**config.mk**
```make
export PLATFORM = sky130hd
export DESIGN_NAME = l1_snp_rsp_ctrl
export DESIGN_NICKNAME = d
export VERILOG_FILES = /design/src/rtl/l1_snp_rsp_ctrl.sv
export SDC_FILE = /design/constraint.sdc
export NUM_CORES = 1
export LEC_CHECK = 0
export CAP_MARGIN = 20
export CORE_ASPECT_RATIO = 0.8
export CORE_MARGIN = 2
export CORE_UTILIZATION = 30
export CTS_BUF_LIST = sky130_fd_sc_hd__clkbuf_8
export CTS_CLUSTER_SIZE = 14
export DETAILED_ROUTE_END_ITERATION = 10
export MAX_ROUTING_LAYER = met4
export PLACE_DENSITY_LB_ADDON = 0.12
export SYNTH_ARGS = -nofsm -noshare
export SYNTH_HDL_FRONTEND = slang
export SYNTH_SLANG_ARGS = --single-unit
```
**constraint.sdc**
```tcl
create_clock -name clk -period 2 [get_ports clk]
set_input_delay 0.2 -clock clk [delete_from_list [all_inputs] [get_ports clk]]
set_output_delay 0.2 -clock clk [all_outputs]
set_load 0.01 [all_outputs]
```
**src/rtl/l1_snp_rsp_ctrl.sv**
```systemverilog
// Snoop responder for the L1 controller: looks up the snooped block, writes back
// dirty data, answers the snoop bus and commits the MESI next state.
module l1_snp_rsp_ctrl #(
  parameter int ADDR_W = 32,
  parameter int BLK_W  = 32
) (
  input  logic              clk,
  input  logic              rst,
  input  logic              sdreq_valid,
  output logic              sdreq_ready,
  input  logic [2:0]        sdreq_type,
  input  logic [ADDR_W-1:0] sdreq_addr,
  input  logic              req_lock,
  input  logic [ADDR_W-1:0] req_lock_addr,
  output logic              arr_rd_en,
  output logic [ADDR_W-1:0] arr_addr,
  input  logic              arr_hit,
  input  logic [2:0]        arr_st,
  input  logic [BLK_W-1:0]  arr_data,
  output logic              arr_wr_en,
  output logic [2:0]        arr_nxtSt,
  output logic              wb_valid,
  input  logic              wb_ready,
  output logic [BLK_W-1:0]  wb_data,
  output logic              sursp_valid,
  input  logic              sursp_ready,
  output logic [2:0]        sursp_rsp,
  output logic [BLK_W-1:0]  sursp_data
);

  localparam logic [2:0] SDREQ_RD    = 3'd0;
  localparam logic [2:0] SDREQ_RFO   = 3'd1;
  localparam logic [2:0] SDREQ_INV   = 3'd2;

  localparam logic [2:0] INVALID     = 3'd0;
  localparam logic [2:0] SHARED      = 3'd1;
  localparam logic [2:0] EXCLUSIVE   = 3'd2;
  localparam logic [2:0] MODIFIED    = 3'd3;

  localparam logic [2:0] SURSP_SNOOP = 3'd1;
  localparam logic [2:0] SURSP_FETCH = 3'd2;

  typedef enum logic [2:0] {
    IDLE,
    LKUP,
    RSLV,
    WB,
    RSP
  } state_e;

  state_e             state;
  logic [2:0]         type_q;
  logic [ADDR_W-1:0]  addr_q;
  logic [2:0]         st_q;
  logic [BLK_W-1:0]   data_q;
  logic               chg_q;

  logic               hazard;
  logic [2:0]         type_norm;
  logic [2:0]         st_norm;
  logic [2:0]         nxt_st;
  logic               need_wb;
  logic               supply;

  // A snoop to the line the local controller is missing on must wait, not be dropped.
  assign hazard      = req_lock && (req_lock_addr == sdreq_addr);
  assign sdreq_ready = !rst && (state == IDLE) && !hazard;
  assign arr_rd_en   = sdreq_valid && sdreq_ready;
  assign arr_addr    = arr_rd_en ? sdreq_addr :
                       ((state == IDLE) || rst) ? '0 : addr_q;

  // The commit must coincide with the response handshake, so it cannot be
  // registered ahead of sursp_ready.
  assign arr_wr_en   = !rst && (state == RSP) && sursp_valid && sursp_ready && chg_q;

  assign type_norm = ((sdreq_type == SDREQ_RFO) || (sdreq_type == SDREQ_INV)) ?
                     sdreq_type : SDREQ_RD;
  assign st_norm   = (arr_hit && (arr_st inside {SHARED, EXCLUSIVE, MODIFIED})) ?
                     arr_st : INVALID;

  // NOTE: every always_comb output gets a default first so no path leaves it
  // unassigned; a missing default infers a latch.
  always_comb begin
    nxt_st  = INVALID;
    need_wb = (st_q == MODIFIED);
    supply  = (st_q != INVALID);
    if ((type_q == SDREQ_RD) && supply) begin
      nxt_st = SHARED;
    end
  end

  // NOTE: sequential state uses non-blocking assignments only, so every register
  // samples pre-edge values regardless of statement order.
  always_ff @(posedge clk) begin
    if (rst) begin
      state       <= IDLE;
      type_q      <= SDREQ_RD;
      addr_q      <= '0;
      st_q        <= INVALID;
      data_q      <= '0;
      chg_q       <= 1'b0;
      arr_nxtSt   <= INVALID;
      wb_valid    <= 1'b0;
      wb_data     <= '0;
      sursp_valid <= 1'b0;
      sursp_rsp   <= SURSP_FETCH;
      sursp_data  <= '0;
    end else begin
      case (state)
        IDLE: begin
          if (arr_rd_en) begin
            type_q <= type_norm;
            addr_q <= sdreq_addr;
            state  <= LKUP;
          end
        end

        LKUP: begin
          st_q   <= st_norm;
          data_q <= arr_data;
          state  <= RSLV;
        end

        RSLV: begin
          arr_nxtSt  <= nxt_st;
          chg_q      <= (nxt_st != st_q);
          sursp_rsp  <= supply ? SURSP_SNOOP : SURSP_FETCH;
          sursp_data <= supply ? data_q : '0;
          if (need_wb) begin
            wb_data  <= data_q;
            wb_valid <= 1'b1;
            state    <= WB;
          end else begin
            sursp_valid <= 1'b1;
            state       <= RSP;
          end
        end

        WB: begin
          if (wb_ready) begin
            wb_valid    <= 1'b0;
            sursp_valid <= 1'b1;
            state       <= RSP;
          end
        end

        RSP: begin
          if (sursp_ready) begin
            sursp_valid <= 1'b0;
            state       <= IDLE;
          end
        end

        default: state <= IDLE;
      endcase
    end
  end

endmodule

```
==> impl_metrics.csv, run 1 <==
group,metric,value,unit
route,wl_met1,9.768,mm
worst_setup_path,start_kind,"input pin",
die,ios,216,
route,wl,20.81,mm
worst_setup_path,cp_slowest_stage_delay,420,ps
worst_setup_path,crit_path_max_fanout,5,
finish,final_cells,1251,
synthesis,yosysSeqAreaShare,48.43,%
finish,n_fill_cell,1827,
finish,n_antenna_cell,0,
synthesis,ys_warn_count,0,
sta,holdWs,126.5,ps
synthesis,avgSynthCellArea,8.432,um^2
route,drc,0,
grt,grt_pass1_vias,5996,
synthesis,async_reset_ff_share,0,%
route,met2WireLength,9.904,mm
sta,timing.slew.headroom,40.87,%
clock_network,clock-sinks,143,
die,core,0.01914,mm^2
die,die_y,129.5,um
clock_network,cts_inserted_buffers,17,
sta,tightest_slew,887.0,ps
synthesis,ys_types,39,
sta,worst_clock_skew,15.59,ps
grt,antenna_found_initial,0,
sta,fmax,0.4206,GHz
worst_setup_path,worstPathArrival,2180,ps
worst_setup_path,crit_slowest_cell,"o31a_4",
grt,grt_max_degree,92,
clock_network,cts_root_buffer,"clkbuf_8",
route,highest_layer,"met4",
worst_setup_path,end_kind,"primary output",
synthesis,ys_top_cells_by_area,"dfxtp_1 (48%), nand2_1 (11%), a21oi_1 (9.1%)",
worst_setup_path,r2r_start,"state[0]",
synthesis,yosysMostFrequentCell,"nand2_1",
route,firstDrtPassIters,4,
power_and_ir_drop,p_leak,3.624,nW
grt,globalRouteOverflowTotal,0,
sta,hold_viol,0,
finish,drive_gt1_share,32.33,%
worst_setup_path,path_cells,"buf_6 > xor2_2 > nor4_2 > nand4_1 > o31a_4 > buf_12 > buf_16 > buf_6 > nand3_4 > a21oi_2 > buf_2",
worst_hold_path,hp-start,"sdreq_addr[6]",
worst_setup_path,crit_required,1800,ps
die,rows,45,
worst_setup_path,startpoint,"req_lock_addr[18]",
die,initial_core_util,30.88,%
route,dr_wl_met3,906,um
clock_network,h-tree-depth,4,
placed_design,gp_congestion,0.8454,
sta,finalSetupViolations,35,
synthesis,ys_top_cells_by_count,"nand2_1 (166), dfxtp_1 (143), a21oi_1 (107)",
power_and_ir_drop,powerDensity,716.3,mW/mm^2
synthesis,ys_seq_elements,143,
synthesis,synthCells,701,
placed_design,place_inst,1195,
placed_design,dp_hpwl,13.87,mm
synthesis,ys.flop_type,"dfxtp_1",
sta,drv_slew,0,
grt,grt_first_pass_wirelength,32.27,mm
grt,grt_usage,20.40,%
status,outcome,"finished with violations",
synthesis,synth-edff-count,0,
worst_hold_path,hold_path.class,"in -> reg",
worst_setup_path,crit_path_frequent_cell,"buf_6",
sta,timing.final.crit_share,118.9,%
finish,area_growth,61.58,%
die,die_area,0.02085,mm^2
route,antenna_left,0,
clock_network,tritoncts,"yes",
sta,fin_crit,2377,ps
die,die_w,160.9,um
synthesis,synth_top_area_share,48.43,%
route,routedWlPerCell,16.63,um
finish,fin_util,49.89,%
route,vias_per_cell,4.770,
route,vias,5967,
status,violations,"setup timing",
sta,rsz0062_at_grt,"true",
placed_design,port_buffers,212,
finish,nets,1090,
synthesis,synth_top_area_cell,"dfxtp_1",
worst_setup_path,worstSetupPathType,"in -> out",
sta,setup_ws,-377.4,ps
clock_network,clock_latency,440,ps
flow_run,cap_violations,0,
power_and_ir_drop,ir_worst_vdd,0.4409,mV
synthesis,syn_area,0.005911,mm^2
route,drtIter0Drc,392,
clock_network,cts_buffer_depth,2,
clock_network,cts.clk_slew.worst_paths,90,ps
## what timing repair did
item                                    CTS  global route
hold buffers                              0             0
resized for setup                       347            69
pin swaps                                47            22
endpoints found under the setup margin   69            57
buffers inserted                         19             5
cloned                                    3             1
## logic make-up (layout without fill, tap and decap cells)
family / count (synthesis) / in the layout / synth area share (%)
and+or+nand+nor: 254 / 254 / 19.33
AOI/OAI and AO/OA: 207 / 207 / 21.97
DFF: 143 / 143 / 48.43
buffers and inverters: 63 / 353 / 5.292
xor gates and xnor gates: 32 / 32 / 4.742
other: 1 / 3 / 0.06344
muxes: 1 / 1 / 0.1694
## worst paths after layout
check	cells past startpoint	end	slack, ps
max	11	arr_addr[14]	-380
min	4	addr_q[6]	130
max reg2reg	15	addr_q[14]	-270
min reg2reg	2	sursp_rsp[1]	450
## area by class of cell
| class | count | area (um^2) | area share, % |
|---|---|---|---|
| timing repair buffer | 320 | 2825 | 29.58 |
| sequential | 143 | 2865 | 30.00 |
| clock inverter | 14 | 207.7 | 2.175 |
| multi-input combinational | 497 | 3088 | 32.33 |
| tap | 258 | 322.8 | 3.380 |
| clock buffer | 17 | 234.0 | 2.450 |
| inverter | 2 | 7.507 | 0.07861 |
## cell usage in the layout (no fill, tap or decap), drive strengths merged, types with 7 or more instances in the layout
| cell type | netlist | routed |
|---|---|---|
| a22o | 28 | 28 |
| nor3 | 7 | 7 |
| xor2 | 31 | 31 |
| clkdlybuf4s50 | 0 | 112 |
| clkbuf | 41 | 32 |
| buf | 20 | 169 |
| nor4 | 8 | 8 |
| a21oi | 134 | 134 |
| inv | 2 | 7 |
| nand3 | 38 | 38 |
| clkdlybuf4s15 | 0 | 19 |
| nand2 | 166 | 166 |
| dfxtp | 143 | 143 |
| nor2 | 20 | 20 |
| o21ai | 34 | 34 |
## sequential cells by signal (all words and copies together) (netlist names)
signal,count
sursp_rsp,2
type_q,3
addr_q,32
wb_valid,1
wb_data,32
state,3
sursp_data,32
chg_q,1
arr_nxtSt,1
sursp_valid,1
st_q,3
data_q,32
## power breakdown
part	switching (W)	internal [W]	leakage, nW
registers	0.0000549	0.00293	1.16
clock network	0.00122	0.00138	0.209
logic	0.000637	0.000616	2.25
total	0.00191	0.00493	3.62
## through the flow
stage / cell area (um^2) / worst slack, ps / total power [W] / TNS (ps)
3_3_place_gp: 8773 / -906.6 / 0.004108 / -49370
4_1_cts: 9479 / -263.9 / 0.006843 / -5839
6_report: 9550 / -377.4 / 0.006841 / -9528
2_1_floorplan: 5918 / 171.1 / 0.003541 / 0
3_5_place_dp: 8788 / -943.2 / 0.004128 / -51500
5_1_grt: 9550 / -396.7 / 0.007141 / -10290
## critical path: cells and delay by family
family	cells	cell delay, ps
and+or+nand+nor	3	670
buffers and inverters	5	660
AOI/OAI and AO/OA	2	470
xor gates and xnor gates	1	160
## per-layer routing
layer | up-vias | track usage [%]
li1 | 2940 | -
met1 | 2880 | 25.86
met2 | 131 | 32.69
met3 | 16 | 5.730
met4 | 0 | 4.359
met5 | - | -
(Power assumes the default switching activity.)
==> run 2, diff against run 1 <==
PLACE_DENSITY = 0.63   (was default)
PLACE_DENSITY_LB_ADDON = default   (was 0.12)
==> impl_metrics.csv, run 2 (same netlist as run 1, synthesis figures left out) <==
group,metric,value,unit
finish,n_fill_cell,1811,
finish,area_growth,68.06,%
worst_setup_path,path_cells,"buf_8 > xor2_4 > nor4_4 > nand4_1 > o31a_1 > buf_6 > clkbuf_16 > nand3_4 > a21oi_2 > buf_2",
worst_setup_path,r2r_slack,160,ps
sta,rsz0062_at_grt,"true",
sta,worst_clock_skew,10.64,ps
route,firstDrtPassIters,4,
sta,timing.final.crit_share,113.7,%
finish,drive_gt1_share,34.33,%
worst_setup_path,worstPathArrival,2070,ps
power_and_ir_drop,ir_worst_vdd,0.3547,mV
placed_design,dp_hpwl,13.81,mm
grt,grt_first_pass_wirelength,32.13,mm
sta,hold_viol,0,
worst_setup_path,r2r_end,"addr_q[22]",
grt,grt_max_degree,52,
worst_setup_path,r2r_start,"state[1]",
clock_network,cts_inserted_buffers,17,
route,wl,21.19,mm
clock_network,cts_buffer_depth,2,
worst_setup_path,cp_top_family,"simple AND/OR/NAND/NOR gates",
worst_hold_path,hold_path.class,"in -> reg",
die,die_area,0.02085,mm^2
worst_setup_path,crit_path_max_fanout,5,
clock_network,clock_latency,450,ps
finish,n_antenna_cell,0,
sta,fin_crit,2275,ps
worst_hold_path,worstHoldPathCells,3,
die,rows,45,
clock_network,clock-sinks,143,
placed_design,port_buffers,212,
worst_hold_path,min_to,"addr_q[2]",
worst_hold_path,hp-start,"sdreq_addr[2]",
finish,final_common_cell,"nand2_1",
sta,holdWs,55.86,ps
sta,drv_slew,0,
clock_network,cts.clk_slew.worst_paths,90,ps
route,antenna_left,0,
finish,layout_common_cells,"nand2_1 (164), dfxtp_1 (140), clkdlybuf4s50_1 (112), buf_4 (98), a21oi_1 (76)",
worst_setup_path,crit_slowest_cell,"o31a_1",
clock_network,h-tree-depth,4,
sta,setup_ws,-274.8,ps
finish,fin_util,51.89,%
power_and_ir_drop,p_leak,3.687,nW
route,vias,6000,
sta,fmax,0.4396,GHz
die,die_w,160.9,um
die,die_y,129.5,um
sta,tightest_slew,564.1,ps
sta,finalSetupViolations,33,
route,vias_per_cell,4.762,
grt,globalRouteOverflowTotal,0,
grt,grt_usage,20.54,%
route,drc,0,
grt,grt_pass1_vias,5723,
finish,nets,1098,
worst_setup_path,start_kind,"input pin",
placed_design,gp_congestion,0.8258,
power_and_ir_drop,powerDensity,678.7,mW/mm^2
status,outcome,"finished with violations",
route,drtIter0Drc,326,
die,initial_core_util,30.88,%
grt,antenna_found_initial,0,
clock_network,cts_root_buffer,"clkbuf_8",
clock_network,cts_hold_buf,0,
worst_setup_path,end_kind,"primary output",
route,routedWlPerCell,16.82,um
flow_run,cap_violations,0,
worst_setup_path,cp_slowest_stage_delay,380,ps
clock_network,tritoncts,"yes",
die,core,0.01914,mm^2
worst_setup_path,startpoint,"sdreq_addr[29]",
worst_setup_path,reg2regPathDepth,11,
die,ios,216,
worst_setup_path,worstSetupPathType,"in -> out",
sta,timing.slew.headroom,62.40,%
worst_setup_path,crit_buf_inv,4,
status,violations,"setup timing",
worst_setup_path,crit_required,1800,ps
-- run 2: cell count changes in the layout (fill, tap and decap cells not counted), moves of 6 or more --
cell,before,now
nand3_2,21,10
xor2_2,12,6
dlygate4sd2_1,5,12
nand3_4,6,23
nand3_1,11,5
a21oi_2,33,58
a21oi_1,101,76
buf_4,85,98
buf_2,56,46
-- run 2: where the power goes --
group          leakage, nW  internal [W]  switching [W]  total (W)
Combinational         2.33      0.000694       0.000716    0.00141
Clock                0.197       0.00104        0.00130    0.00235
Sequential            1.16       0.00293      0.0000532    0.00299
Total                 3.69       0.00467        0.00207    0.00674
-- run 2: stage by stage --
step	cells	power (W)	TNS [ps]	cell area [um^2]	setup WS, ps
2_1_floorplan	703	0.003541	0	5918	171.1
3_3_place_gp	1201	0.004170	-46490	8864	-897.9
3_5_place_dp	1201	0.004177	-49210	8864	-945.9
4_1_cts	1254	0.006691	-5621	9593	-229.4
5_1_grt	1260	0.007068	-9836	9933	-341.3
6_report	1260	0.006742	-7830	9933	-274.8
-- run 2: how the worst max path moves through the flow --
stage,cells past startpoint,slack [ps],endpoint
3_5_place_dp,9,-950,arr_addr[27]
2_1_floorplan,7,170,arr_addr[25]
6_report,10,-270,arr_addr[19]
5_1_grt,8,-340,arr_addr[14]
3_3_place_gp,9,-900,arr_addr[28]
4_1_cts,9,-230,arr_addr[27]
-- run 2: timing repair --
action | CTS | global route
endpoints found under the setup margin | 69 | 67
pin swaps | 40 | 41
setup buffers | 19 | 9
cloned | 4 | 2
resized for setup | 367 | 87
-- run 2: worst register-to-register path: stages (launching register included) --
cell and delay (ps):
dfxtp_2 330, nor3_2 170, buf_4 150, o31a_1 200, buf_6 150, buf_16 130
nand3_4 70, buf_6 120, buf_6 100, buf_4 120, buf_4 130, a21oi_2 110
-- run 2: cell type report --
type | count | area (um^2) | area share [%]
clock buffers | 17 | 234.0 | 2.355
clock inverters | 15 | 165.2 | 1.663
inverters | 2 | 7.507 | 0.07558
multi-input cells | 497 | 3361 | 33.83
flip-flops and latches | 143 | 2867 | 28.86
well taps | 258 | 322.8 | 3.250
repair buffers | 328 | 2977 | 29.97
-- run 2: routing by layer --
layer / vias up / GRT usage, % / part of all wire (%)
li1: 2983 / - / -
met1: 2830 / 28.44 / 47
met2: 158 / 30.42 / 46
met3: 29 / 3.649 / 4.7
met4: 0 / 6.670 / 1.9
met5: - / - / 0
